## src/rtl/sram_fifo_ctrl_pkg.sv

```systemverilog
// Shared geometry constants for the SRAM-backed stream FIFO.
// DW/AW describe the 1024x8 dual-port SRAM behind the controller.
package sram_fifo_ctrl_pkg;
  localparam int DW    = 8;
  localparam int AW    = 10;
  localparam int DEPTH = 1 << AW;
endpackage

```

## src/rtl/sram_fifo_ctrl_if.sv

```systemverilog
// Upstream (s_*) and downstream (m_*) valid/ready streams.
// slave: the FIFO side; master: the producer/consumer side.
interface sram_fifo_ctrl_if #(
  parameter int DW = sram_fifo_ctrl_pkg::DW
) ();
  logic          s_valid;
  logic          s_ready;
  logic [DW-1:0] s_data;
  logic          m_valid;
  logic          m_ready;
  logic [DW-1:0] m_data;

  modport slave (
    input  s_valid, s_data, m_ready,
    output s_ready, m_valid, m_data
  );

  modport master (
    output s_valid, s_data, m_ready,
    input  s_ready, m_valid, m_data
  );
endinterface

```

## src/rtl/sram_fifo_outbuf.sv

```systemverilog
// 2-entry prefetch buffer hiding the SRAM read latency.
// i_cap/i_data: SRAM return; i_pop: head consumed; o_*: head and count.
module sram_fifo_outbuf
  import sram_fifo_ctrl_pkg::*;
#(
  parameter int W = DW
) (
  input  logic         clk,
  input  logic         rst_n,
  input  logic         i_cap,
  input  logic [W-1:0] i_data,
  input  logic         i_pop,
  output logic         o_valid,
  output logic [W-1:0] o_data,
  output logic [1:0]   o_cnt
);
  logic [W-1:0] r_b0;
  logic [W-1:0] r_b1;
  logic [1:0]   r_cnt;

  assign o_valid = (r_cnt != 2'd0);
  assign o_data  = r_b0;
  assign o_cnt   = r_cnt;

  always_ff @(posedge clk or negedge rst_n) begin
    if (!rst_n) begin
      r_b0  <= '0;
      r_b1  <= '0;
      r_cnt <= 2'd0;
    end else begin
      case ({i_cap, i_pop})
        2'b10: begin
          if (r_cnt == 2'd0) r_b0 <= i_data;
          else               r_b1 <= i_data;
          r_cnt <= r_cnt + 2'd1;
        end
        2'b01: begin
          r_b0  <= r_b1;
          r_cnt <= r_cnt - 2'd1;
        end
        2'b11: begin
          // count unchanged: new word lands behind the surviving one
          if (r_cnt == 2'd2) begin
            r_b0 <= r_b1;
            r_b1 <= i_data;
          end else begin
            r_b0 <= i_data;
          end
        end
        default: ;
      endcase
    end
  end
endmodule

```

## src/rtl/sram_fifo_ctrl.sv

```systemverilog
// Single-clock FIFO controller over a dual-port SRAM (A writes, B reads).
// Ports: clk, rst_n, bus (streams), fill, sram_* port A/B drive, sram_outb.
module sram_fifo_ctrl
  import sram_fifo_ctrl_pkg::*;
#(
  parameter int DW = sram_fifo_ctrl_pkg::DW,
  parameter int AW = sram_fifo_ctrl_pkg::AW
) (
  input  logic              clk,
  input  logic              rst_n,
  sram_fifo_ctrl_if.slave   bus,
  output logic [AW+1:0]     fill,
  output logic              sram_ena,
  output logic              sram_wea,
  output logic [AW-1:0]     sram_ada,
  output logic [DW-1:0]     sram_ina,
  output logic              sram_enb,
  output logic              sram_web,
  output logic [AW-1:0]     sram_adb,
  input  logic [DW-1:0]     sram_outb
);
  localparam logic [AW:0] LP_FULL = {1'b1, {AW{1'b0}}};

  logic [AW-1:0] r_wr_ptr;
  logic [AW-1:0] r_rd_ptr;
  logic [AW:0]   r_sram_cnt;
  logic          r_inflight;
  logic [AW+1:0] r_fill;

  logic          w_push;
  logic          w_pop;
  logic          w_issue;
  logic [1:0]    w_buf_cnt;
  logic [2:0]    w_occ;
  logic [2:0]    w_lim;
  logic [2:0]    w_buf_nxt;
  logic [AW:0]   w_cnt_nxt;
  logic [AW+1:0] w_fill_nxt;

  assign bus.s_ready = (r_sram_cnt != LP_FULL);
  // rst_n gate keeps both SRAM ports quiet while reset is held
  assign w_push = bus.s_valid & bus.s_ready & rst_n;
  assign w_pop  = bus.m_valid & bus.m_ready;

  // buffer slots already claimed (held + returning), minus this pop
  assign w_occ     = {1'b0, w_buf_cnt} + {2'b00, r_inflight};
  assign w_lim     = 3'd2 + {2'b00, w_pop};
  assign w_issue   = (r_sram_cnt != '0) & (w_occ < w_lim);
  assign w_buf_nxt = w_occ - {2'b00, w_pop};

  assign w_cnt_nxt = r_sram_cnt
                   + {{AW{1'b0}}, w_push}
                   - {{AW{1'b0}}, w_issue};
  assign w_fill_nxt = {1'b0, w_cnt_nxt}
                    + {{(AW+1){1'b0}}, w_issue}
                    + {{(AW-1){1'b0}}, w_buf_nxt};

  assign sram_ena = w_push;
  assign sram_wea = w_push;
  assign sram_ada = r_wr_ptr;
  assign sram_ina = bus.s_data;
  assign sram_enb = w_issue;
  assign sram_web = 1'b0;
  assign sram_adb = r_rd_ptr;
  assign fill     = r_fill;

  always_ff @(posedge clk or negedge rst_n) begin
    if (!rst_n) begin
      r_wr_ptr   <= '0;
      r_rd_ptr   <= '0;
      r_sram_cnt <= '0;
      r_inflight <= 1'b0;
      r_fill     <= '0;
    end else begin
      if (w_push)  r_wr_ptr <= r_wr_ptr + 1'b1;
      if (w_issue) r_rd_ptr <= r_rd_ptr + 1'b1;
      r_sram_cnt <= w_cnt_nxt;
      r_inflight <= w_issue;
      r_fill     <= w_fill_nxt;
    end
  end

  sram_fifo_outbuf #(.W(DW)) u_outbuf (
    .clk     (clk),
    .rst_n   (rst_n),
    .i_cap   (r_inflight),
    .i_data  (sram_outb),
    .i_pop   (w_pop),
    .o_valid (bus.m_valid),
    .o_data  (bus.m_data),
    .o_cnt   (w_buf_cnt)
  );
endmodule

```

## src/flat_wrapper.sv

```systemverilog
// flat-port wrapper written by rule: the top's interface ports become plain ports
module sram_fifo_ctrl_flat import sram_fifo_ctrl_pkg::*;
#(
  parameter int DW = sram_fifo_ctrl_pkg::DW,
  parameter int AW = sram_fifo_ctrl_pkg::AW
)
  (clk, rst_n, fill, sram_ena, sram_wea, sram_ada, sram_ina, sram_enb, sram_web, sram_adb, sram_outb, bus_s_valid, bus_s_data, bus_m_ready, bus_s_ready, bus_m_valid, bus_m_data);
  sram_fifo_ctrl_if #(.DW(DW)) bus_i ();
  input  logic clk;
  input  logic rst_n;
  output logic [AW+1:0] fill;
  output logic sram_ena;
  output logic sram_wea;
  output logic [AW-1:0] sram_ada;
  output logic [DW-1:0] sram_ina;
  output logic sram_enb;
  output logic sram_web;
  output logic [AW-1:0] sram_adb;
  input  logic [DW-1:0] sram_outb;
  input wire logic [$bits(bus_i.s_valid)-1:0] bus_s_valid;
  input wire logic [$bits(bus_i.s_data)-1:0] bus_s_data;
  input wire logic [$bits(bus_i.m_ready)-1:0] bus_m_ready;
  output wire logic [$bits(bus_i.s_ready)-1:0] bus_s_ready;
  output wire logic [$bits(bus_i.m_valid)-1:0] bus_m_valid;
  output wire logic [$bits(bus_i.m_data)-1:0] bus_m_data;
  assign bus_i.s_valid = bus_s_valid;
  assign bus_i.s_data = bus_s_data;
  assign bus_i.m_ready = bus_m_ready;
  assign bus_s_ready = bus_i.s_ready;
  assign bus_m_valid = bus_i.m_valid;
  assign bus_m_data = bus_i.m_data;
  sram_fifo_ctrl #(.DW(DW), .AW(AW)) u_core (.clk(clk), .rst_n(rst_n), .bus(bus_i), .fill(fill), .sram_ena(sram_ena), .sram_wea(sram_wea), .sram_ada(sram_ada), .sram_ina(sram_ina), .sram_enb(sram_enb), .sram_web(sram_web), .sram_adb(sram_adb), .sram_outb(sram_outb));
endmodule
```

## config.mk

```make
export PLATFORM = sky130hd
export DESIGN_NAME = sram_fifo_ctrl_flat
export DESIGN_NICKNAME = d
export VERILOG_FILES = /design/src/rtl/sram_fifo_ctrl_pkg.sv /design/src/rtl/sram_fifo_ctrl_if.sv /design/src/rtl/sram_fifo_outbuf.sv /design/src/rtl/sram_fifo_ctrl.sv /design/src/flat_wrapper.sv
export SDC_FILE = /design/constraint.sdc
export NUM_CORES = 1
export LEC_CHECK = 0
export BUFFER_PORTS_ARGS = -buffer_cell sky130_fd_sc_hd__buf_2
export CORE_MARGIN = 8
export CORE_UTILIZATION = 55
export DETAILED_ROUTE_END_ITERATION = 7
export GPL_ROUTABILITY_DRIVEN = 0
export PLACE_DENSITY = 0.82
export SLEW_MARGIN = 30
export SYNTH_ARGS = -nofsm -noshare
export SYNTH_HDL_FRONTEND = slang
export SYNTH_HIERARCHICAL = 1
export SYNTH_SLANG_ARGS = --single-unit
```

## constraint.sdc

```tcl
create_clock -name clk -period 11.6 [get_ports clk]
set_input_delay 0.58 -clock clk [delete_from_list [all_inputs] [get_ports clk]]
set_output_delay 0.58 -clock clk [all_outputs]
set_load 0.05 [all_outputs]
```

==> results.yml, run 1 <==
clock_tree:
  cts_setup_buffers: 0
  clock_latency_ns: 0.33
  ctsResizeCount: 0
  clk_path_buf_depth: 2
  cts_tree: "built"
  cts_made_buffers: 9
  cts-hold-fix-buffers: 0
  htree_levels: 3
  path_clk_slew_ns: 0.06
  cts.sinks: 62
  cts-root-buf: "clkbuf_8"
yosys:
  syn-cell-area_sq_mm: 0.00334
  syn-mean-instance-area_sq_um: 11.1
  synth_edf_count: 0
  synth_top_area_frac: 0.465
  synth_seq_area_share: 0.465
  synth_top_area_cell: "dfrtp_1"
  ys_async_sr_fraction: 1.00
  synth-seq-cells: 62
  synth_cell_types: 47
  yosys_most_used_dff: "dfrtp_1"
  synthTopCellsByArea: "dfrtp_1 47%, ha_1 9.8%, xnor2_1 6.3%"
  synth_warnings: 6
  syn_inst: 301
  synthesis.nets: 351
worst_setup_path:
  required_ns: 11.85
  critical_path_class: "reg2reg"
  r2r_end: "u_core/fill[10]"
  timing.rr.start: "u_core/u_outbuf/o_cnt[1]"
  r2r_cells: 16
  worst_setup_path_start_kind: "flip-flop"
  cp_max_fo: 10
  rrSetupSlack_ns: 6.98
  cp.arrival_ns: 4.87
  endpoint_kind: "flip-flop"
detailed_routing:
  vias: 2353
  first_pass_iters: 4
  avgViaCountPerCell: 5.47
  routed_wl_mm: 6.69
  antenna_left: 0
  avgRoutedWirePerCell_microns: 15.5
  drc_errors: 0
  dr.first_iter.drc_count: 107
job:
  maxCapViolCount: 0
placed_design:
  io_buffers: 56
  hpwlAfterDp_mm: 4.90
min_path:
  hold_path_class: "in2async"
timing:
  drv_slew: 0
  hold_viol_final: 0
  tns_ns: 0
  max_slew.worst_pin.slew_ns: 0.904
  fin_crit_ns: 4.62
  fmax_mhz: 216
  clock_skew_ns: 0.00856
  maxSlewHeadroom: 0.389
  setup_viol: 0
  fin_crit_sh: 0.398
  rsz0062_at_grt: "no"
final_layout:
  n_antenna_cell: 0
  nets: 403
  fill_cells: 461
  layout-drive-gt1-share: 0.262
  final_cell_mix: "62 x dfrtp_1, 56 x buf_2, 27 x inv_1, 26 x ha_1, 24 x xnor2_1"
  synthToLayoutAreaGrowth_pct: 13.3
  final_common_cell: "dfrtp_1"
status:
  status: "completed"
grt:
  grt_max_degree: 64
  grt_pass1_wl_mm: 11.4
  grt_pass1_vias: 2461
  gr-total-overflow: 0
  grt.total_usage: 0.164
  antenna_found_initial: 0
die:
  die_h_microns: 93.9
  fp-row-count: 28
  pin_count: 74
  core_area_sq_mm: 0.00589
  initial_core_util: 0.567
  die_area_sq_mm: 0.00881
  die_w_microns: 93.9
-- through the flow --
stage	setup slack (ns)	util	cell area [sq um]	hold WS (ns)	instances
6_report	6.98	0.642	3780	0.398	430
5_1_grt	6.57	0.642	3780	0.494	430
4_1_cts	6.93	0.642	3780	0.436	430
3_5_place_dp	6.96	0.612	3600	0.463	417
3_3_place_gp	7.20	0.612	3600	0.455	417
2_1_floorplan	6.52	-	3340	0.284	301
-- layer usage --
layer	track usage	routed length, microns	vias up
met5	0	0	-
met4	0.106	161	0
met3	0.0384	582	12
met2	0.247	3120	94
met1	0.206	2820	1131
li1	-	-	1116
-- sequential cells by signal, indices dropped and copies added, names as in the netlist --
register	flops
u_core/fill	12
u_core/r_inflight	1
u_core/r_sram_cnt	11
u_core/sram_ada	10
u_core/sram_adb	10
u_core/u_outbuf/o_cnt	2
u_core/u_outbuf/o_data	8
u_core/u_outbuf/r_b1	8
-- worst max-delay path, stage by stage (launching register included) --
cell and delay [ns]:
dfrtp_1 0.50, or2_2 0.20, and2_1 0.21, ha_1 0.20
inv_1 0.06, fa_1 0.36, a21oi_1 0.66, ha_1 0.37
inv_1 0.06, ha_1 0.18, fa_1 0.49, fa_1 0.48
a21oi_1 0.16, nor2_1 0.09, and4_1 0.27, nand3_1 0.11
xor2_1 0.16
-- worst max path at each step --
stage | from | to | slack (ns) | cells after the start
floorplan | u_core/u_outbuf/o_cnt[0] | u_core/fill[9] | 6.52 | 18
global placement | u_core/u_outbuf/o_cnt[1] | u_core/fill[9] | 7.20 | 17
detailed placement | u_core/u_outbuf/o_cnt[1] | u_core/fill[10] | 6.96 | 16
CTS | u_core/u_outbuf/o_cnt[1] | u_core/fill[10] | 6.93 | 16
global route | u_core/u_outbuf/o_cnt[1] | u_core/fill[9] | 6.57 | 17
finish | u_core/u_outbuf/o_cnt[1] | u_core/fill[10] | 6.98 | 16
-- cell type report --
class	count	area, sq um	share of cell area
Inverter	27	101	0.0268
Timing Repair Buffer	57	288	0.0761
Clock inverter	2	35.0	0.00927
Sequential cell	62	1550	0.410
Multi-Input combinational cell	196	1570	0.415
Clock buffer	11	141	0.0374
Tap cell	75	93.8	0.0248
-- logic make-up after synthesis --
logic type / synth area share
multiplexers: 0.0338
AO/OA/AOI/OAI: 0.0972
other: 0.00112
flip-flops: 0.465
XOR/XNOR: 0.107
AND/OR/NAND/NOR: 0.110
adder cells (fa/ha/maj): 0.122
buffers and inverters: 0.0645
-- synthesized netlist by cell type (7+ instances only) --
master,n
a21oi_1,20
a31oi_1,8
buf_4,10
dfrtp_1,62
ha_1,26
inv_1,27
mux2_2,10
nand2_1,11
nand3_1,20
nor2_1,7
o21ai_0,10
xnor2_1,24
xor2_1,13
Power of run 1 is left out: the tool's default activity adds up to more than one toggle a clock period on the data nets, which glitch-free logic cannot reach.
==> run 2: changes to the inputs <==
--- a/config.mk
+++ b/config.mk
@@ -7,10 +7,10 @@
 export LEC_CHECK = 0
 export BUFFER_PORTS_ARGS = -buffer_cell sky130_fd_sc_hd__buf_2
 export CORE_MARGIN = 8
-export CORE_UTILIZATION = 55
+export CORE_UTILIZATION = 54
 export DETAILED_ROUTE_END_ITERATION = 7
 export GPL_ROUTABILITY_DRIVEN = 0
-export PLACE_DENSITY = 0.82
+export PLACE_DENSITY = 0.81
 export SLEW_MARGIN = 30
 export SYNTH_ARGS = -nofsm -noshare
 export SYNTH_HDL_FRONTEND = slang
==> constraint.sdc (replaced) <==
create_clock -name clk -period 4.8 [get_ports clk]
set_input_delay 0.24 -clock clk [delete_from_list [all_inputs] [get_ports clk]]
set_output_delay 0.24 -clock clk [all_outputs]
set_load 0.05 [all_outputs]
==> results.yml, run 2 (synthesized netlist as in run 1, its figures left out) <==
final_layout:
  synthToLayoutAreaGrowth_pct: 15.8
  regArea_sq_mm: 0.00155
  utilization: 0.648
  n_antenna_cell: 0
  final_cell_mix: "62 x dfrtp_1, 56 x buf_2, 27 x inv_1, 26 x ha_1, 24 x xnor2_1"
  fill_cells: 488
  layout-drive-gt1-share: 0.276
  multiInputGateArea_sq_mm: 0.00157
  nets: 404
  instances_no_fill: 434
  final_common_cell: "dfrtp_1"
  largest_reg_flops: 12
worst_setup_path:
  cp.arrival_ns: 4.30
  rrSetupSlack_ns: 0.76
  cp_max_fo: 7
  max_stage_delay_ns: 0.52
  required_ns: 5.06
  critical_path_class: "reg2reg"
  critPathSlowestCell: "dfrtp_1"
  worst_setup_path_start_kind: "flip-flop"
  cpMostUsedCell: "ha_1"
  endpoint_kind: "flip-flop"
  r2r_end: "u_core/fill[9]"
  cp_cell_sequence: "or2_2 -> and2_1 -> ha_1 -> inv_1 -> fa_1 -> a21oi_2 -> ha_1 -> inv_1 -> ha_1 -> fa_1 -> ha_1 -> a21o_1 -> a21oi_1 -> nor3_1 -> and3_1 -> nand2_1 -> xnor2_1"
  timing.rr.start: "u_core/u_outbuf/o_cnt[1]"
  r2r_cells: 17
detailed_routing:
  dr.first_iter.drc_count: 82
  first_pass_iters: 4
  vias: 2304
  routed_wl_mm: 6.74
  drc_errors: 0
  avgViaCountPerCell: 5.31
  antenna_left: 0
  avgRoutedWirePerCell_microns: 15.5
timing:
  fin_crit_ns: 4.04
  fin_crit_sh: 0.841
  max_slew.worst_pin.slew_ns: 0.756
  hold_viol_final: 0
  maxSlewHeadroom: 0.496
  clock_skew_ns: 0.00775
  fmax_mhz: 248
  rsz0062_at_grt: "no"
  tns_ns: 0
  drv_slew: 0
  setup_viol: 0
min_path:
  hold_path_class: "in2async"
grt:
  grt_pass1_wl_mm: 11.1
  grt_pass1_vias: 2294
  grt.total_usage: 0.158
  grt_max_degree: 63
  gr-total-overflow: 0
  antenna_found_initial: 0
clock_tree:
  path_clk_slew_ns: 0.07
  cts-root-buf: "clkbuf_8"
  cts_tree: "built"
  htree_levels: 3
  clock_latency_ns: 0.34
  clk_path_buf_depth: 2
  cts_made_buffers: 9
  ctsResizeCount: 0
  cts-hold-fix-buffers: 0
  cts.sinks: 62
  cts_setup_buffers: 0
status:
  status: "completed"
die:
  initial_core_util: 0.560
  die_h_microns: 94.6
  pin_count: 74
  die_area_sq_mm: 0.00895
  core_area_sq_mm: 0.00596
  die_w_microns: 94.6
  fp-row-count: 28
placed_design:
  dp.cells: 418
  io_buffers: 56
  hpwlAfterDp_mm: 5.01
job:
  maxCapViolCount: 0
==> run 2: per-stage QoR <==
stage	hold slack, ns	instance area [sq um]	setup slack [ns]
after floorplan	-0.0556	3340	0.246
after global placement	0.456	3610	0.958
after detailed placement	0.463	3610	0.755
after CTS	0.132	3860	0.732
after global routing	0.135	3860	0.479
final	0.118	3860	0.762
==> run 2: worst max path at each step <==
stage / start / end / slack, ns / cells after the start
floorplan: u_core/u_outbuf/o_cnt[0] / u_core/fill[9] / 0.25 / 18
global placement: u_core/u_outbuf/o_cnt[1] / u_core/fill[9] / 0.96 / 17
detailed placement: u_core/u_outbuf/o_cnt[1] / u_core/fill[9] / 0.75 / 17
CTS: u_core/u_outbuf/o_cnt[1] / u_core/fill[9] / 0.73 / 17
global route: u_core/u_outbuf/o_cnt[1] / u_core/fill[9] / 0.48 / 17
finish: u_core/u_outbuf/o_cnt[1] / u_core/fill[9] / 0.76 / 17
==> run 2: critical path, delay by kind of cell, from the launching register on <==
family,cells,cell delay [ns]
AOI/OAI and AO/OA,3,0.56
xor gates and xnor gates,1,0.12
adders and majority gates,6,1.82
buffers and inverters,2,0.12
DFF,1,0.52
and+or+nand+nor,5,0.82
==> run 2: final cells by class <==
class	instances	share of cell area
clock inverter	6	0.0282
sequential	62	0.402
inverter	27	0.0262
multi-input combinational	196	0.407
tap	75	0.0243
timing repair buffer	58	0.0765
clock buffer	10	0.0356
==> run 2: metal layers <==
layer | up-vias | wire length [microns] | track usage
met5 | - | 0 | 0
met4 | 0 | 80 | 0.0546
met3 | 7 | 442 | 0.0619
met2 | 55 | 3300 | 0.258
met1 | 1126 | 2910 | 0.187
li1 | 1116 | - | -
Power of run 2 is left out for the same reason.
